$ cat config.mk
export PLATFORM = sky130hd
export DESIGN_NAME = ni_csr_irq_bank
export DESIGN_NICKNAME = d
export VERILOG_FILES = /design/src/rtl/ni_csr_irq_bank.sv
export SDC_FILE = /design/constraint.sdc
export NUM_CORES = 1
export LEC_CHECK = 0
export BUFFER_PORTS_ARGS = -buffer_cell sky130_fd_sc_hd__buf_2
export CAP_MARGIN = 10
export CORE_ASPECT_RATIO = 1.4
export CORE_UTILIZATION = 57
export DETAILED_ROUTE_END_ITERATION = 16
export PLACE_DENSITY = 0.81
export SYNTH_ARGS = -nofsm -noshare
export SYNTH_HDL_FRONTEND = slang
export SYNTH_SLANG_ARGS = --single-unit
export TNS_END_PERCENT = 100
$ cat constraint.sdc
create_clock -name clk_axi -period 3.05 [get_ports clk_axi]
set_clock_uncertainty 0.2 [all_clocks]
set_input_delay 0.7625 -clock clk_axi [delete_from_list [all_inputs] [get_ports clk_axi]]
set_output_delay 0.7625 -clock clk_axi [all_outputs]
set_load 0.02 [all_outputs]
$ cat src/rtl/ni_csr_irq_bank.sv
// Network-interface CSR bank with per-VC interrupt detection and coalescing.
// Decodes single-cycle CSR accesses into registered responses and tracks
// buffer conditions per virtual channel. It raises sticky status bits and
// counts rise events per VC. A coalesced interrupt line fires once the
// pending time reaches the programmed threshold.
module ni_csr_irq_bank #(
   parameter int          NUM_VC      = 3,
   parameter int          OCUP_W      = 16,
   parameter int          TIMER_W     = 16,
   parameter logic [31:0] ROUTER_X_ID = 32'd0,
   parameter logic [31:0] ROUTER_Y_ID = 32'd0,
   parameter logic [31:0] VERSION     = 32'h0001_0002
) (
   input  logic                     clk_axi,
   input  logic                     arst_axi,
   input  logic                     req_valid,
   input  logic                     req_wr,
   input  logic [7:0]               req_addr,
   input  logic [31:0]              req_wdata,
   output logic                     resp_valid,
   output logic [31:0]              resp_data,
   output logic                     resp_error,
   input  logic [NUM_VC-1:0]        empty_i,
   input  logic [NUM_VC-1:0]        full_i,
   input  logic [NUM_VC*OCUP_W-1:0] ocup_i,
   output logic [NUM_VC-1:0]        irq_vcs_o,
   output logic                     irq_trig_o
);

   // Architectural state
   logic [NUM_VC-1:0]   status_q, status_d;
   logic [NUM_VC-1:0]   mask_q, mask_d;
   logic [2*NUM_VC-1:0] mode_q, mode_d;
   logic [OCUP_W-1:0]   thresh_q, thresh_d;
   logic [TIMER_W-1:0]  coalesce_q, coalesce_d;
   logic [TIMER_W-1:0]  timer_q, timer_d;
   logic [NUM_VC-1:0]   cond_q;
   logic [15:0]         evtcnt_q [NUM_VC];
   logic [15:0]         evtcnt_d [NUM_VC];
   logic                irq_trig_q, irq_trig_d;
   logic                resp_valid_q, resp_error_q, resp_error_d;
   logic [31:0]         resp_data_q, resp_data_d;

   // Decode and condition signals
   logic [5:0]          word_s;
   logic [2:0]          evt_idx_s;
   logic                is_evt_s, err_s, wr_ok_s, rd_ok_s;
   logic [31:0]         rdata_s;
   logic [NUM_VC-1:0]   cond_s, rise_s, status_clr_s;

   assign irq_vcs_o  = status_q & mask_q;
   assign irq_trig_o = irq_trig_q;
   assign resp_valid = resp_valid_q;
   assign resp_data  = resp_data_q;
   assign resp_error = resp_error_q;

   // Address decode: classify the access and flag errors before any state update
   always_comb begin
      word_s    = req_addr[7:2];
      is_evt_s  = (word_s >= 6'd8) && (word_s < 6'(8 + NUM_VC));
      evt_idx_s = 3'(word_s - 6'd8);
      err_s     = (req_addr[1:0] != 2'd0)
                  || !((word_s <= 6'd7) || is_evt_s)
                  || (req_wr && ((word_s <= 6'd2) || is_evt_s));
      wr_ok_s   = req_valid && !err_s && req_wr;
      rd_ok_s   = req_valid && !err_s && !req_wr;
   end

   // Read-data mux; unused upper bits of narrow registers read as zero
   always_comb begin
      rdata_s = 32'd0;
      case (word_s)
         6'd0:    rdata_s = VERSION;
         6'd1:    rdata_s = ROUTER_X_ID;
         6'd2:    rdata_s = ROUTER_Y_ID;
         6'd3:    rdata_s[NUM_VC-1:0] = status_q;
         6'd4:    rdata_s[NUM_VC-1:0] = mask_q;
         6'd5:    rdata_s[2*NUM_VC-1:0] = mode_q;
         6'd6:    rdata_s[OCUP_W-1:0] = thresh_q;
         6'd7:    rdata_s[TIMER_W-1:0] = coalesce_q;
         default: begin
            if (is_evt_s) begin
               rdata_s[15:0] = evtcnt_q[evt_idx_s];
            end else begin
               rdata_s = 32'd0;
            end
         end
      endcase
      resp_data_d  = rd_ok_s ? rdata_s : 32'd0;
      resp_error_d = req_valid && err_s;
   end

   // Per-VC interrupt condition selected by the VC's mode field
   always_comb begin
      cond_s = {NUM_VC{1'b0}};
      for (int i = 0; i < NUM_VC; i++) begin
         case (mode_q[2*i +: 2])
            2'd0:    cond_s[i] = ~empty_i[i];
            2'd1:    cond_s[i] = full_i[i];
            2'd2:    cond_s[i] = (ocup_i[i*OCUP_W +: OCUP_W] >= thresh_q);
            default: cond_s[i] = 1'b0;
         endcase
      end
      rise_s = cond_s & ~cond_q;
   end

   // Register next-state: CSR writes, sticky status, event counters, coalescing
   always_comb begin
      status_clr_s = (wr_ok_s && (word_s == 6'd3)) ? req_wdata[NUM_VC-1:0] : {NUM_VC{1'b0}};
      // A rise in the same cycle as a clear wins, so no event is lost
      status_d     = (status_q & ~status_clr_s) | rise_s;
      mask_d       = (wr_ok_s && (word_s == 6'd4)) ? req_wdata[NUM_VC-1:0] : mask_q;
      mode_d       = (wr_ok_s && (word_s == 6'd5)) ? req_wdata[2*NUM_VC-1:0] : mode_q;
      thresh_d     = (wr_ok_s && (word_s == 6'd6)) ? req_wdata[OCUP_W-1:0] : thresh_q;
      coalesce_d   = (wr_ok_s && (word_s == 6'd7)) ? req_wdata[TIMER_W-1:0] : coalesce_q;
      for (int i = 0; i < NUM_VC; i++) begin
         if (rd_ok_s && is_evt_s && (evt_idx_s == 3'(i))) begin
            // Clear-on-read; a coincident rise is counted into the fresh value
            evtcnt_d[i] = rise_s[i] ? 16'd1 : 16'd0;
         end else if (rise_s[i] && (evtcnt_q[i] != 16'hFFFF)) begin
            evtcnt_d[i] = evtcnt_q[i] + 16'd1;
         end else begin
            evtcnt_d[i] = evtcnt_q[i];
         end
      end
      if (irq_vcs_o == {NUM_VC{1'b0}}) begin
         timer_d = {TIMER_W{1'b0}};
      end else if (timer_q != {TIMER_W{1'b1}}) begin
         timer_d = timer_q + {{(TIMER_W-1){1'b0}}, 1'b1};
      end else begin
         timer_d = timer_q;
      end
      irq_trig_d = (|irq_vcs_o) && (timer_q >= coalesce_q);
   end

   // State and response registers; reset forces every output low immediately
   always_ff @(posedge clk_axi or negedge arst_axi) begin
      if (!arst_axi) begin
         status_q     <= {NUM_VC{1'b0}};
         mask_q       <= {NUM_VC{1'b1}};
         mode_q       <= {(2*NUM_VC){1'b0}};
         thresh_q     <= {OCUP_W{1'b0}};
         coalesce_q   <= {TIMER_W{1'b0}};
         timer_q      <= {TIMER_W{1'b0}};
         cond_q       <= {NUM_VC{1'b0}};
         irq_trig_q   <= 1'b0;
         resp_valid_q <= 1'b0;
         resp_data_q  <= 32'd0;
         resp_error_q <= 1'b0;
         for (int i = 0; i < NUM_VC; i++) begin
            evtcnt_q[i] <= 16'd0;
         end
      end else begin
         status_q     <= status_d;
         mask_q       <= mask_d;
         mode_q       <= mode_d;
         thresh_q     <= thresh_d;
         coalesce_q   <= coalesce_d;
         timer_q      <= timer_d;
         cond_q       <= cond_s;
         irq_trig_q   <= irq_trig_d;
         resp_valid_q <= req_valid;
         resp_data_q  <= resp_data_d;
         resp_error_q <= resp_error_d;
         for (int i = 0; i < NUM_VC; i++) begin
            evtcnt_q[i] <= evtcnt_d[i];
         end
      end
   end

endmodule
### After elaboration in Yosys (flattened, before gate mapping)

Index checks and enable logic that the tools add are counted.

* equality and inequality tests: 19
* reductions and logical operators: 41
* $add $sub $neg: 5
* bitwise gates (word level): 10
* mux-type cells: 24
* order comparisons: 9

Operators by type and width (count)
* $mux 16: 11
* $add 16x1->16 const B: 4
* $ge 16x16->1: 4
* $ne 16x16->1 const B: 4
* $bmux 16 s2: 1
* $mux 32: 1
* $pmux 10 s3: 1
* $eq 6x3->1 const B: 4
* $pmux 3 s7: 1
* $logic_and 1x1->1: 19
* $eq 6x2->1 const B: 2
* $pmux 3 s4: 1
* $reduce_bool 2->1: 5
* $and 3x3->3: 3
* $pmux 1 s3: 3
* $eq 2x1->1 const B: 3
* $eq 2x2->1 const B: 3
* $eq 6x1->1 const B: 1
* $ge 6x4->1 const B: 1
* $le 6x2->1 const B: 1
* $le 6x3->1 const B: 1
* $logic_not 2->1: 3
* $logic_not 3->1: 2
* $logic_not 6->1: 1
* other kinds (17): 28

* output and inout bits: 38
* register bits after elaboration: 146
* bits of input ports: 98
* logic and storage cells: 122

### Depth between registers and ports, before layout

Gate-level depths: netlist of the first run.

* depth in word-level cells: 14
* depth in mapped cells: 11

### Worst setup path after synthesis of the first run

No wires, ideal clock.

* path kind: in2reg
* start: input ocup_i[9]
* end: register evtcnt_q[33] in the netlist's numbering
* path slack: 0.145 ns
* arrival time: 2.584 ns
* library setup time: 0.121 ns
* cell stages on the path: 10
* data required time: 2.729 ns
* cell sequence: ha_1 > a21o_1 > a221o_1 > a211oi_1 > o21ai_1 > nand3_2 > buf_2 > buf_2 > mux2i_1 > nor2_1

* cells in the longest elaborated chain, start to end: 5

RTL lines
* start, declared: RTL line 25 `input logic [NUM_VC*OCUP_W-1:0] ocup_i,`
* $ge 16x16->1: RTL line 100 `2'd2: cond_s[i] = (ocup_i[i*OCUP_W +: OCUP_W] >= thresh_q);`
* $pmux 1 s3: RTL line 97 `case (mode_q[2*i +: 2])`
* $and 3x3->3: RTL line 104 `rise_s = cond_s & ~cond_q;`
* $logic_and 1x1->1: RTL line 120 `end else if (rise_s[i] && (evtcnt_q[i] != 16'hFFFF)) begin`
* $reduce_bool 2->1 (no source line)
* end signal, assigned by index: RTL line 166 `evtcnt_q[i] <= evtcnt_d[i];`
* end, declared: RTL line 38 `logic [15:0] evtcnt_q [NUM_VC];`

Every way passes these cells.
A chain may end at the register's enable or synchronous reset.

### Worst setup path in the final report of the first run

* start: register thresh_q[13]
* end: register evtcnt_q[27] in the netlist's numbering

* cells in the longest elaborated chain, start to end: 5

RTL lines
* start, declared: RTL line 34 `logic [OCUP_W-1:0] thresh_q, thresh_d;`
* start signal, assigned: RTL line 142 `thresh_q <= {OCUP_W{1'b0}};`
* start signal, assigned: RTL line 157 `thresh_q <= thresh_d;`
* $ge 16x16->1: RTL line 100
* $pmux 1 s3: RTL line 97
* $and 3x3->3: RTL line 104
* $logic_and 1x1->1: RTL line 120
* $reduce_bool 2->1 (no source line)

Every way passes these cells.

==> impl_results.md, run 1 <==
- Reg2reg start: thresh_q[13]
- RSZ-0062 raised after global routing: true
- Maximum capacitance violations: 0
- Worst setup EP type: flip-flop
- Vias in the first global route: 7515
- Critical path, cell by cell: inv_1 -> ha_1 -> nand4_1 -> nor2_1 -> o2111ai_1 -> o211ai_1 -> nand2_1 -> buf_4 -> or3_1 -> a21oi_1
- First-pass GRT wire length: 36200 µm
- Yosys top cell area share: 0.390
- Worst path max stage delay: 590 ps
- Die area: 0.0149 mm²
- CP Buf/Inv Count: 2
- Worst setup path startpoint: thresh_q[13]
- Vias: 7583
- Max VDD drop: 0.000482 V
- Crit path max fanout: 9
- Fin nets: 1230
- Grt ovf: 0
- Final Hold Viols: 0
- Site Rows: 51
- Leak: between 4 and 5 nW
- Sequential fraction of the synthesis area: 0.399
- Placed instance area: 0.00917 mm²
- Tot GR Track Use: 0.313
- Cells after Synth: 924
- Final number of setup-violating endpoints: 0
- Yosys cell types: just under 70
- Status: finished clean
- Tmin final: 2900 ps
- Antenna violations before repair: 1
- Post-synthesis simple-gate area fraction: 0.225
- GPL Wtd Cong: about 0.96
- Clk sinks: between 100 and 150
- Syn Area/Cell: roughly 8.9 µm²
- Post-synth top flop: dfrtp_1
- Antenna-violating nets left: 0
- Cell family with most CP delay: compound AO/OA/AOI/OAI gates
- Initial cell density of the core: 0.588
- Max Transition Viols Final: 0
- Synth area leaders: dfrtp_1 39%, ha_1 10%, nor2_1 4.7%, nand2_1 4.6%, o21ai_0 4.5%
- Leading area contributor after synthesis: dfrtp_1
- CTS max path bufs: 2
- Layout cell share with drive strength beyond 1: 0.204
- WP depth: 10
- Multiplexer share of the synthesized area: 0.0446
- Worst slew pin tran: 665 ps
- Worst hold path type: input pin to asynchronous set/reset pin
- Largest family of logic cells by synthesized area: simple AND/OR/NAND/NOR gates
- Remaining routing DRC violations: 0
- Routed len/inst: 17.7 µm
- Post-CTS resize count: 0
- Initial DRT Pass Iterations: 7
- Synth Area in XOR/XNOR: 0.0341
- Detailed placement HPWL: around 17000 µm
- Critical path required time: 3200 ps
- Clock-pin slew on the worst setup and hold paths: 60 ps
- Root Buffer: clkbuf_16
- Synth Cell Area: 0.00822 mm²
- Fin crit share: 0.951
- CP Class: flip-flop to flip-flop
- Design Area, Final: 0.00977 mm²
- Hold Buf Count CTS: 0
- Post-synth EDFFs: 0
- CTS tree: done
- Height of the die: about 140 µm
- Core Box Area: 0.0140 mm²
- IO buf count: 104
- P&R area growth vs syn: 18.8%
- H-tree depth: 4
- Final core occ: 0.699
- Clock Latency Late Sink: 430 ps
- TritonCTS buffer count: 17
- Routed vias/inst: roughly 6.0
- Critical path arrival: between 3000 and 4000 ps
- Critical Path Source Type: flip-flop
- Reg2Reg Depth: 10
- Pwr/cell area: 477 mW/mm²
- Async SR Flop Fraction: 1.00
- Fillers: 1073
- DRT iter0 DRCs: roughly 470
- Placed cells: 1230
- Drt total wl: 22400 µm
- Critical path's slowest cell: o211ai_1
- Adder-Cell Fraction of Synth Area: 0.103
- Number of synthesized register bits: 131
- Compound-Gate Fraction of Synth Area: 0.144
- Post-CTS setup buffer count: 0
- Fmax: 0.345 GHz
- Die X: 104 µm
- IO Pins: about 140
- Final std cells w/o fill: 1263
- Slew headroom: 0.555
- Largest net degree at the start of global routing: 39
- Yosys warning count: 0
## routing by layer
layer  track usage  vias up  part of all wire
li1              -     3532                 -
met1         0.328     3630              0.36
met2         0.575      336              0.52
met3        0.0518       85             0.061
met4         0.220        0             0.057
met5             0        -                 0
## sequential cells by signal, summed over array words and instances (netlist names)
register	count
coalesce_q	16
cond_q	3
evtcnt_q	48
irq_trig_o	1
mask_q	3
mode_q	6
resp_data	17
resp_error	1
resp_valid	1
status_q	3
thresh_q	16
timer_q	16
## layout make-up
cell class | instances | area (µm²) | share of cell area
Multi-Input combinational cell | 719 | 4610 | 0.472
Sequential cell | 131 | 3280 | 0.336
Timing Repair Buffer | 151 | 901 | 0.0922
Clock buffer | 17 | 425 | 0.0436
Tap cell | 185 | 231 | 0.0237
Inverter | 44 | 165 | 0.0169
Clock inverter | 15 | 151 | 0.0155
Antenna cell | 1 | 2.50 | 0.000256
## through the flow
stage	TNS, ps	hold slack [ps]	setup WS, ps	total power, mW
4_1_cts	0	108	161	4.67
3_5_place_dp	-4140	287	-211	2.70
2_1_floorplan	0	249	145	2.44
6_report	0	98.5	150	4.65
3_3_place_gp	-2300	277	-135	2.67
5_1_grt	0	140	5.01	4.85
## cells by family (layout without fill, tap and decap cells)
family,Yosys count,after routing
compound gates,198,198
buf+inv,88,227
simple gates,373,373
other cells,1,16
fa+ha+maj,68,68
flops,131,131
mux,33,33
xor+xnor,32,32
## cells in the final DEF (no fill, tap or decap), types with 3 or more instances in the layout
master / Yosys / final
ha_1: 68 / 68
nor4_1: 5 / 5
nand2_1: 101 / 101
nor3_2: 2 / 3
buf_2: 14 / 103
mux2i_1: 22 / 22
and3_1: 10 / 10
a21o_1: 11 / 11
clkbuf_16: 0 / 17
a22oi_1: 3 / 3
conb_1: 1 / 15
nor2_1: 104 / 104
nand4_1: 21 / 21
and2_1: 8 / 8
a221oi_1: 9 / 9
nor3_1: 12 / 11
dfrtp_1: 128 / 128
a211oi_1: 5 / 5
o2111ai_1: 3 / 3
inv_6: 0 / 8
or3_1: 18 / 18
xnor2_1: 5 / 5
o21ai_0: 74 / 74
buf_4: 15 / 46
inv_8: 0 / 3
nand3_1: 43 / 42
nor2b_1: 4 / 4
mux2_2: 9 / 9
nand2b_1: 9 / 9
a21oi_1: 67 / 67
xor2_1: 27 / 27
or2_2: 5 / 5
inv_1: 44 / 44
o21a_1: 3 / 3
or4_1: 6 / 6
o31ai_1: 4 / 4
nand3_2: 2 / 3
and4_1: 8 / 8
dfstp_2: 3 / 3
## Yosys cell counts, types with 15 or more instances
| library cell | number |
|---|---|
| nor2_1 | 104 |
| or3_1 | 18 |
| dfrtp_1 | 128 |
| a21oi_1 | 67 |
| nand3_1 | 43 |
| nand2_1 | 101 |
| buf_4 | 15 |
| nand4_1 | 21 |
| xor2_1 | 27 |
| o21ai_0 | 74 |
| inv_1 | 44 |
| ha_1 | 68 |
| mux2i_1 | 22 |
## worst paths after layout
kind,endpoint,slack (ps)
worst max-delay path,evtcnt_q[27],150
worst min-delay path,evtcnt_q[36],100
worst max register to register,evtcnt_q[27],150
worst min register to register,status_q[0],310
max in group asynchronous,irq_trig_o,1800
min in group clk_axi,resp_valid,280
## worst reg2reg max path, cell delays in order (launching register included)
cell       delay, ps
dfrtp_1          360
inv_1            120
ha_1             320
nand4_1          130
nor2_1           130
o2111ai_1        190
o211ai_1         590
nand2_1          110
buf_4            190
or3_1            340
a21oi_1          160
## power by group
group          switching, mW  internal (mW)
Combinational          0.356          0.278
Sequential             0.185           1.86
Clock                  0.886           1.09
(Power assumes the default switching activity.)
==> inputs of run 2 (changes only) <==
--- a/config.mk
+++ b/config.mk
@@ -5,10 +5,11 @@
 export SDC_FILE = /design/constraint.sdc
 export NUM_CORES = 1
 export LEC_CHECK = 0
+export ABC_AREA = 1
 export BUFFER_PORTS_ARGS = -buffer_cell sky130_fd_sc_hd__buf_2
 export CAP_MARGIN = 10
 export CORE_ASPECT_RATIO = 1.4
-export CORE_UTILIZATION = 57
+export CORE_UTILIZATION = 58
 export DETAILED_ROUTE_END_ITERATION = 16
 export PLACE_DENSITY = 0.81
 export SYNTH_ARGS = -nofsm -noshare
==> run 2 against run 1 <==
Compared with the run above: maximum frequency up 15%; total power fell by 3.9%; sequential power is 6% lower; critical path depth is 5 higher; largest cell class unchanged; synthesized cell count increased by 32%.
==> impl_results.md, run 2 <==
- Synth Cell Area: 0.00901 mm²
- Yosys cell types: 48
- Die area: between 0.015 and 0.02 mm²
- Grt met3 use: 0.0579
- Total Neg Setup Slack: 0 ps
- Leak: around 5.2 nW
- Yosys top cell area share: 0.355
- Final number of setup-violating endpoints: 0
- CTS max path bufs: 2
- Reg-to-reg slack, setup: between 500 and 600 ps
- Most common cell after layout, fill and taps aside: nand2_1
- Height of the die: about 150 µm
- Fin crit share: 0.830
- Core Box Area: 0.0151 mm²
- Vias: slightly below 9000
- Maximum capacitance violations: 0
- Root Buffer: clkbuf_16
- CP Class: flip-flop to flip-flop
- Async SR Flop Fraction: 1.00
- First-pass GRT wire length: 39600 µm
- Post-synth EDFFs: 0
- Leading area contributor after synthesis: dfrtp_1
- Layout cell share with drive strength beyond 1: 0.141
- Max Transition Viols Final: 0
- Post-synth top flop: dfrtp_1
- Met2 Usage GRT: 0.556
- Detailed placement HPWL: 18700 µm
- Largest family of logic cells by synthesized area: simple AND/OR/NAND/NOR gates
- Compound-Gate Fraction of Synth Area: 0.116
- Placed instance area: 0.00974 mm²
- DRT iter0 DRCs: 680
- Critical path arrival: 2640 ps
- Most frequent cells in the layout: 312 x nand2_1, 160 x inv_1, 128 x dfrtp_1
- Worst setup EP type: flip-flop
- Antenna-violating nets left: 0
- Clock Latency Late Sink: about 430 ps
- Grt ovf: 0
- Design Area, Final: 0.0103 mm²
- Routed vias/inst: 5.65
- Site Rows: 53
- Clk sinks: 131
- Post-CTS setup buffer count: 0
- Hold Buf Count CTS: 0
- Worst slew pin tran: approximately 720 ps
- Crit path max fanout: 9
- Initial DRT Pass Iterations: 6
- TritonCTS buffer count: 17
- Multiplexer share of the synthesized area: 0
- Die X: between 100 and 150 µm
- Top-count cell post-synth: nand2_1
- Reg2reg start: thresh_q[7]
- Met1 usage: 0.367
- Antenna violations before repair: 1
- Biggest register: evtcnt_q
- Number of synthesized register bits: 131
- Routed len/inst: 15.8 µm
- Largest net degree at the start of global routing: between 60 and 70
- Reg2Reg Depth: 15
- Worst reg2reg endpoint: evtcnt_q[35]
- Max VDD drop: 0.000390 V
- Hold Slack: between 100 and 150 ps
- Pwr/cell area: 434 mW/mm²
- Synth area leaders: dfrtp_1 36%, nand2_1 13%, ha_1 9.4%, inv_1 6.7%, nand3_1 4.6%
- Post-synthesis simple-gate area fraction: 0.295
- Status: finished clean
- RSZ-0062 raised after global routing: false
- Critical Path Source Type: flip-flop
- Synth Area in XOR/XNOR: 0.0282
- Cells after Synth: roughly 1200
- Initial cell density of the core: 0.596
- Remaining routing DRC violations: 0
- Final Hold Viols: 0
- N_diodes: 0
- Max reg flops: 48
- IO Pins: 136
- H-tree depth: 4
- Commonest cells in the netlist: 312 x nand2_1, 160 x inv_1, 128 x dfrtp_1, 99 x nor2_1, 83 x nand3_1
- Worst hold path type: input pin to asynchronous set/reset pin
- Tot GR Track Use: 0.321
- Syn Area/Cell: 7.37 µm²
- Fin nets: about 1500
- Critical path required time: between 3000 and 4000 ps
- Vias in the first global route: 8295
- Worst setup path startpoint: thresh_q[7]
- P&R area growth vs syn: 14.3%
- Post-CTS resize count: 0
- Tmin final: approximately 2500 ps
- Drt total wl: 24400 µm
- IO buf count: between 100 and 150
- Adder-Cell Fraction of Synth Area: 0.0944
- GPL Wtd Cong: 0.978
- Clock-pin slew on the worst setup and hold paths: 60 ps
- Yosys warning count: 0
- Fmax: 0.395 GHz
- Slew headroom: 0.513
- CTS tree: done
- Busiest layer in global routing: met2
- Sequential fraction of the synthesis area: 0.364
[run 2: cell types whose count changed after synthesis, sizes merged, moves of 10 or more]
cell	change
nand2	+216
inv	+121
nand3	+41
nor3	+28
mux2i	-22
or3	-18
a21oi	-17
a21o	-11
and3	-10
[run 2: per-stage QoR]
stage | util | std cells | total power, mW | worst slack, ps
after global placement | 0.644 | 1510 | 2.53 | 183
after CTS | 0.681 | 1542 | 4.49 | 510
after floorplan | - | 1237 | 2.34 | 618
after detailed placement | 0.644 | 1510 | 2.55 | 180
final | 0.681 | 1542 | 4.47 | 520
after global routing | 0.681 | 1542 | 4.66 | 293
[run 2: critical path, stage by stage, from the launching register on]
cell	delay (ps)
dfrtp_1	410
inv_1	110
ha_1	300
nand2_1	70
nor2_1	120
and2_1	130
nor2_1	40
nand2_1	80
nand2_1	60
nand2_1	90
nand2_1	60
nand2_1	160
nand3_2	220
buf_4	240
nand3_1	70
nand2_1	60
[run 2: how the worst max path moves through the flow]
stage                         to  slack [ps]  cells after the start
global placement    evtcnt_q[17]         180                     13
CTS                 evtcnt_q[35]         510                     15
detailed placement  evtcnt_q[35]         180                     12
floorplan            evtcnt_q[7]         620                     15
finish              evtcnt_q[35]         520                     15
global route        evtcnt_q[37]         290                     15
[run 2: power breakdown]
part / internal [mW] / switching, mW / leakage [nW] / total [mW]
combinational: 0.238 / 0.378 / 3.15 / 0.616
sequential: 1.82 / 0.0983 / 1.78 / 1.92
clock: 1.13 / 0.814 / 0.274 / 1.94
total: 3.18 / 1.29 / 5.20 / 4.47
[run 2: layer usage]
layer  up-vias  share of wire
li1       4226              -
met1      4033           0.37
met2       367           0.50
met3        88          0.069
met4         2          0.053
met5         -        0.00033
[run 2: cell type report]
class	instances	area [µm²]
repair buffers	129	727
inverters	165	627
clock inverters	15	131
well taps	192	240
fillers	1287	4820
multi-input cells	893	4870
flip-flops and latches	131	3280
clock buffers	17	425
[run 2: cell families (layout without fill, tap and decap cells)]
group                    Yosys count  after routing
buffers and inverters            213            326
XOR/XNOR                          29             29
AO/OA/AOI/OAI                    184            184
adder cells (fa/ha/maj)           68             68
other                              1             15
AND/OR/NAND/NOR                  597            597
flip-flops                       131            131
